`src/rtl/pc_ctrl.sv`:
```
// PC sequencing controller: picks advance / hold / redirect each cycle, parks a redirect raised during a stall.
// Zero latency (Mealy outputs load the PC at the same edge); stall holds the PC except for exceptions, which always issue.
module pc_ctrl #(
    parameter int                  PC_WIDTH    = 32,
    parameter int                  BOOT_CYCLES = 2,
    parameter logic [PC_WIDTH-1:0] EXC_VECTOR  = 32'h0000_0080
) (
    input  logic                pcc_clk,
    input  logic                pcc_rst,
    input  logic                pcc_i_stall,
    input  logic                pcc_i_exc,
    input  logic                pcc_i_eret,
    input  logic [PC_WIDTH-1:0] pcc_i_epc,
    input  logic                pcc_i_br_taken,
    input  logic [PC_WIDTH-1:0] pcc_i_br_target,
    input  logic                pcc_i_jmp,
    input  logic [PC_WIDTH-1:0] pcc_i_jmp_target,
    output logic                pcc_o_ce,
    output logic                pcc_o_change_pc,
    output logic [PC_WIDTH-1:0] pcc_o_pc,
    output logic                pcc_o_flush_if,
    output logic                pcc_o_flush_id,
    output logic [2:0]          pcc_o_src,
    output logic [15:0]         pcc_o_redirect_cnt
);

    typedef enum logic [1:0] {S_BOOT = 2'd0, S_RUN = 2'd1, S_HOLD = 2'd2} state_t;

    state_t                r_state, w_state_nxt;
    logic [3:0]            r_boot_cnt, w_boot_cnt_nxt;
    logic                  r_pend_vld, w_pend_vld_nxt;
    logic [PC_WIDTH-1:0]   r_pend_pc, w_pend_pc_nxt;
    logic [2:0]            r_pend_src, w_pend_src_nxt;
    logic [15:0]           r_cnt;

    logic [2:0]            w_live_src;
    logic [PC_WIDTH-1:0]   w_live_pc;
    logic                  w_live_wins;
    logic                  w_ce, w_chg;
    logic [PC_WIDTH-1:0]   w_pc;
    logic [2:0]            w_src;

    always_comb begin
        w_live_src = 3'b000;
        w_live_pc  = '0;
        if (pcc_i_exc) begin
            w_live_src = 3'b100;
            w_live_pc  = EXC_VECTOR;
        end else if (pcc_i_eret) begin
            w_live_src = 3'b100;
            w_live_pc  = pcc_i_epc;
        end else if (pcc_i_br_taken) begin
            w_live_src = 3'b010;
            w_live_pc  = pcc_i_br_target;
        end else if (pcc_i_jmp) begin
            w_live_src = 3'b001;
            w_live_pc  = pcc_i_jmp_target;
        end
    end

    // One-hot src orders numerically by priority; pend_src is zero whenever nothing is parked.
    assign w_live_wins = (w_live_src > r_pend_src);

    always_comb begin
        w_state_nxt    = r_state;
        w_boot_cnt_nxt = r_boot_cnt;
        w_pend_vld_nxt = r_pend_vld;
        w_pend_pc_nxt  = r_pend_pc;
        w_pend_src_nxt = r_pend_src;
        w_ce           = 1'b0;
        w_chg          = 1'b0;
        w_pc           = '0;
        w_src          = 3'b000;
        case (r_state)
            S_BOOT: begin
                w_boot_cnt_nxt = r_boot_cnt + 4'd1;
                if (r_boot_cnt == 4'(BOOT_CYCLES - 1))
                    w_state_nxt = S_RUN;
            end
            S_RUN: begin
                if (pcc_i_exc || !pcc_i_stall) begin
                    w_ce = 1'b1;
                    if (w_live_src != 3'b000) begin
                        w_chg = 1'b1;
                        w_pc  = w_live_pc;
                        w_src = w_live_src;
                    end
                end else begin
                    w_state_nxt    = S_HOLD;
                    w_pend_vld_nxt = |w_live_src;
                    w_pend_pc_nxt  = w_live_pc;
                    w_pend_src_nxt = w_live_src;
                end
            end
            S_HOLD: begin
                if (pcc_i_exc) begin
                    w_state_nxt    = S_RUN;
                    w_ce           = 1'b1;
                    w_chg          = 1'b1;
                    w_pc           = w_live_pc;
                    w_src          = w_live_src;
                    w_pend_vld_nxt = 1'b0;
                    w_pend_pc_nxt  = '0;
                    w_pend_src_nxt = 3'b000;
                end else if (pcc_i_stall) begin
                    if (w_live_wins) begin
                        w_pend_vld_nxt = 1'b1;
                        w_pend_pc_nxt  = w_live_pc;
                        w_pend_src_nxt = w_live_src;
                    end
                end else begin
                    w_state_nxt    = S_RUN;
                    w_ce           = 1'b1;
                    w_pend_vld_nxt = 1'b0;
                    w_pend_pc_nxt  = '0;
                    w_pend_src_nxt = 3'b000;
                    if (w_live_wins) begin
                        w_chg = 1'b1;
                        w_pc  = w_live_pc;
                        w_src = w_live_src;
                    end else if (r_pend_vld) begin
                        w_chg = 1'b1;
                        w_pc  = r_pend_pc;
                        w_src = r_pend_src;
                    end
                end
            end
            default: w_state_nxt = S_BOOT;
        endcase
    end

    always_ff @(posedge pcc_clk or posedge pcc_rst) begin
        if (pcc_rst) begin
            r_state    <= S_BOOT;
            r_boot_cnt <= 4'd0;
            r_pend_vld <= 1'b0;
            r_pend_pc  <= '0;
            r_pend_src <= 3'b000;
            r_cnt      <= 16'd0;
        end else begin
            r_state    <= w_state_nxt;
            r_boot_cnt <= w_boot_cnt_nxt;
            r_pend_vld <= w_pend_vld_nxt;
            r_pend_pc  <= w_pend_pc_nxt;
            r_pend_src <= w_pend_src_nxt;
            if (w_chg && (r_cnt != 16'hFFFF))
                r_cnt <= r_cnt + 16'd1;
        end
    end

    assign pcc_o_ce           = w_ce;
    assign pcc_o_change_pc    = w_chg;
    assign pcc_o_pc           = w_pc;
    assign pcc_o_src          = w_src;
    assign pcc_o_flush_if     = |w_src;
    // Jumps resolve in ID, so only the IF slot is wrong-path for them.
    assign pcc_o_flush_id     = w_src[2] | w_src[1];
    assign pcc_o_redirect_cnt = r_cnt;

endmodule

```
`config.mk`:
```
export PLATFORM = sky130hd
export DESIGN_NAME = pc_ctrl
export DESIGN_NICKNAME = d
export VERILOG_FILES = /design/src/rtl/pc_ctrl.sv
export SDC_FILE = /design/constraint.sdc
export NUM_CORES = 1
export LEC_CHECK = 0
export BUFFER_PORTS_ARGS = -buffer_cell sky130_fd_sc_hd__clkbuf_2
export CAP_MARGIN = 20
export CORE_MARGIN = 2
export CORE_UTILIZATION = 40
export CTS_CLUSTER_DIAMETER = 120
export DETAILED_ROUTE_END_ITERATION = 12
export PLACE_DENSITY_LB_ADDON = 0.1
export SETUP_SLACK_MARGIN = 0.4
export SYNTH_ARGS = -nofsm -noshare
export SYNTH_HDL_FRONTEND = slang
export SYNTH_SLANG_ARGS = --single-unit
```
`constraint.sdc`:
```
create_clock -name pcc_clk -period 2.2 [get_ports pcc_clk]
set_clock_uncertainty 0.05 [all_clocks]
set_input_delay 0.11 -clock pcc_clk [delete_from_list [all_inputs] [get_ports pcc_clk]]
set_output_delay 0.11 -clock pcc_clk [all_outputs]
set_load 0.1 [all_outputs]
```
==> out/summary.txt <==
Syn_nets: 562
Worst Tran Pin Value: 0.613 ns
Placed insts: 730
Max stage delay on crit path: 0.44 ns
Mapped Area: 0.00397 sq mm
Setup violations, final: 90
Most instantiated cells after synthesis: dfrtp_1 (58), nor2_1 (39), nor2b_1 (35)
Routed Wire Length: 14.3 mm
1st-pass router iterations: 6
FF+latch count, synth: 58
CP Launch Type: register
CTS buffer count: 9
RR Startpoint: r_pend_src[0]
Data required time at the worst endpoint: 2.04 ns
Max_cap viols: 0
Flop2flop setup slack: -0.40 ns
RSZ-0062 raised after global routing: true
Worst hold-check path type: primary input to register
Initial Util: 41.0%
Mean Syn Cell Area: 8.84 sq um
Seq/Total Area, Yosys: 36.6%
Remaining routing DRC violations: 0
Area grow syn2layout: 80.3%
Leading area contributor after synthesis: dfrtp_1
Maximum vdd drop: 1470 uV
Share of flip-flops with an asynchronous set or reset: 100%
Max Clk Rate: 383 MHz
Synth top area cells: dfrtp_1 (37%), a22o_1 (7.1%), a221oi_1 (6.8%), a22oi_1 (6.1%), nor2b_1 (5.5%)
Cells after Synth: 449
Post-synth EDFFs: 0
Ports: 158
Placer's final routability congestion estimate: 0.860
Layout Cells excl Fill: 778
Antenna cell count: 0
Die height: 104 um
DRT iter0 DRCs: 202
Fin. Hold Viols: 0
Slowest cell on crit path: dfrtp_2
First-pass GRT wire length: 23.3 mm
Root buffer cell: clkbuf_8
Hold endpoint: r_pend_src[2]
Finished Core Util: 73.9%
Clock Path Buffers: 2
Max Transition Viols Final: 0
H-Tree Level Count: 3
Antenna violations before repair: 0
DR vias/cell: 5.67
Die ar.: 0.0107 sq mm
DR vias: 4,413
CP cell instances: ha_2 > nand3b_1 > a21bo_4 > buf_6 > mux2i_1 > a22o_1 > o31a_4 > buf_12
Crit-path max FO: 6
Worst skew pair latency: 0.35 ns
Relative slew margins: 59.1%
Fillers: 638
RR Endpoint: r_pend_pc[15]
Final net count: 753
Hold Path Depth: 3
DPL Wire Length: 8.89 mm
Top FF cell, synth: dfrtp_1
WL/cell: 18.3 um
Critical path data arrival time: 2.45 ns
Final period util: 119%
Overflow after GRT: 0
Final worst slack: -0.411 ns
Cells on worst reg2reg path: 10
Worst setup path category: register to primary output
Total global-route track usage: 26.9%
Worst Setup End Kind: primary output
CTS tree: done
Yosys Warn Count: 0
Largest net degree at the start of global routing: 66
IO Port Bufs: 157
Top-count cell post-synth: dfrtp_1
Die X: 104 um
Hold Worst Slack: 0.0986 ns
Clk sink count: 58
Clock transition at path regs: 0.07 ns
Pwr/cell area: 1520 mW/mm^2
Violated checks: setup timing
Vias in the first global route: 4,519
Final ANT Viol Nets: 0
Core footprint: 0.00968 sq mm
Share of layout cells above drive strength 1: 59.4%
P_leak: 0.00295 uW
Rows: 36
Status: finished, violations left
Count of different cell masters after synthesis: 48
Final min period: 2.61 ns
Hold_sp: pcc_i_exc
Synth top area share: 36.6%
## per-layer routing
layer  track usage, %  part of all wire (%)
met1             32.3                    41
met2             47.3                    51
met3             6.29                   5.3
met4             9.07                   2.2
met5                0                     0
## critical path: cells and delay by family (launching register included)
kind	cells	cell delay (ns)
compound gates	3	0.82
buf+inv	2	0.30
simple gates	1	0.22
flops	1	0.44
mux	1	0.11
fa+ha+maj	1	0.19
## layout by cell type (no fill, tap or decap), types with 15 or more instances in the layout
| cell | n |
|---|---|
| a221oi_1 | 31 |
| a22o_1 | 32 |
| a22oi_2 | 31 |
| buf_12 | 48 |
| buf_4 | 32 |
| buf_6 | 16 |
| clkbuf_2 | 118 |
| dfrtp_1 | 42 |
| dfrtp_2 | 16 |
| nor2_4 | 31 |
| nor2b_1 | 33 |
| nor3_1 | 31 |
| xnor2_1 | 15 |
## where the power goes
group	leakage (uW)	total [uW]	switching, uW	internal, uW
registers	0.000733	1740	320	1420
clock network	0.0000851	887	454	433
logic	0.00213	8250	4460	3800
total	0.00295	10900	5230	5650
## kinds of logic after synthesis
| logic type | after synthesis | synth area share (%) |
|---|---|---|
| compound gates | 130 | 26.4 |
| xor+xnor | 16 | 3.53 |
| fa+ha+maj | 10 | 3.15 |
| buf+inv | 58 | 6.15 |
| flops | 58 | 36.6 |
| mux | 5 | 1.36 |
| simple gates | 172 | 22.8 |
## metrics by stage
stage               area (sq um)  setup slack [ns]  total power, uW  setup TNS, ns
global route                7160            -0.459            11400         -31.99
CTS                         7060            -0.353            10500         -18.85
global placement            6200            -0.142             7390          -1.20
detailed placement          6200            -0.223             7510          -5.24
floorplan                   4570           -0.0460             5810         -0.864
finish                      7160            -0.411            10900         -27.78
## cell type report
| type | count | area [sq um] | share of cell area [%] |
|---|---|---|---|
| Tap cell | 133 | 166 | 2.32 |
| Timing Repair Buffer | 224 | 2240 | 31.4 |
| Clock buffer | 11 | 141 | 1.97 |
| Inverter | 14 | 60.1 | 0.839 |
| Sequential cell | 58 | 1470 | 20.6 |
| Clock inverter | 5 | 30.0 | 0.419 |
| Multi-Input combinational cell | 333 | 3050 | 42.5 |
## repair_timing
item,4_1_cts,5_1_grt
pin swaps,25,29
gates resized for setup,74,13
endpoints found under the hold margin,26,0
setup buffers,17,5
gates cloned,9,0
hold buffers,1,0
setup endpoints to repair,93,92
## how the worst max path moves through the flow
| stage | to | from | slack, ns | cells past startpoint |
|---|---|---|---|---|
| CTS | pcc_o_flush_if | r_pend_src[2] | -0.35 | 9 |
| global placement | pcc_o_flush_if | pcc_i_eret | -0.14 | 11 |
| global route | pcc_o_flush_if | r_pend_src[2] | -0.46 | 9 |
| floorplan | pcc_o_pc[11] | r_state[0] | -0.05 | 5 |
| finish | pcc_o_flush_if | r_pend_src[0] | -0.41 | 8 |
| detailed placement | pcc_o_flush_if | pcc_i_eret | -0.22 | 11 |
## flip-flops by register name (all words and copies together) (netlist names)
name,count
r_pend_src,3
r_boot_cnt,4
r_state,2
pcc_o_redirect_cnt,16
r_pend_pc,32
r_pend_vld,1
Note: power is estimated with default switching activity, not from simulation.
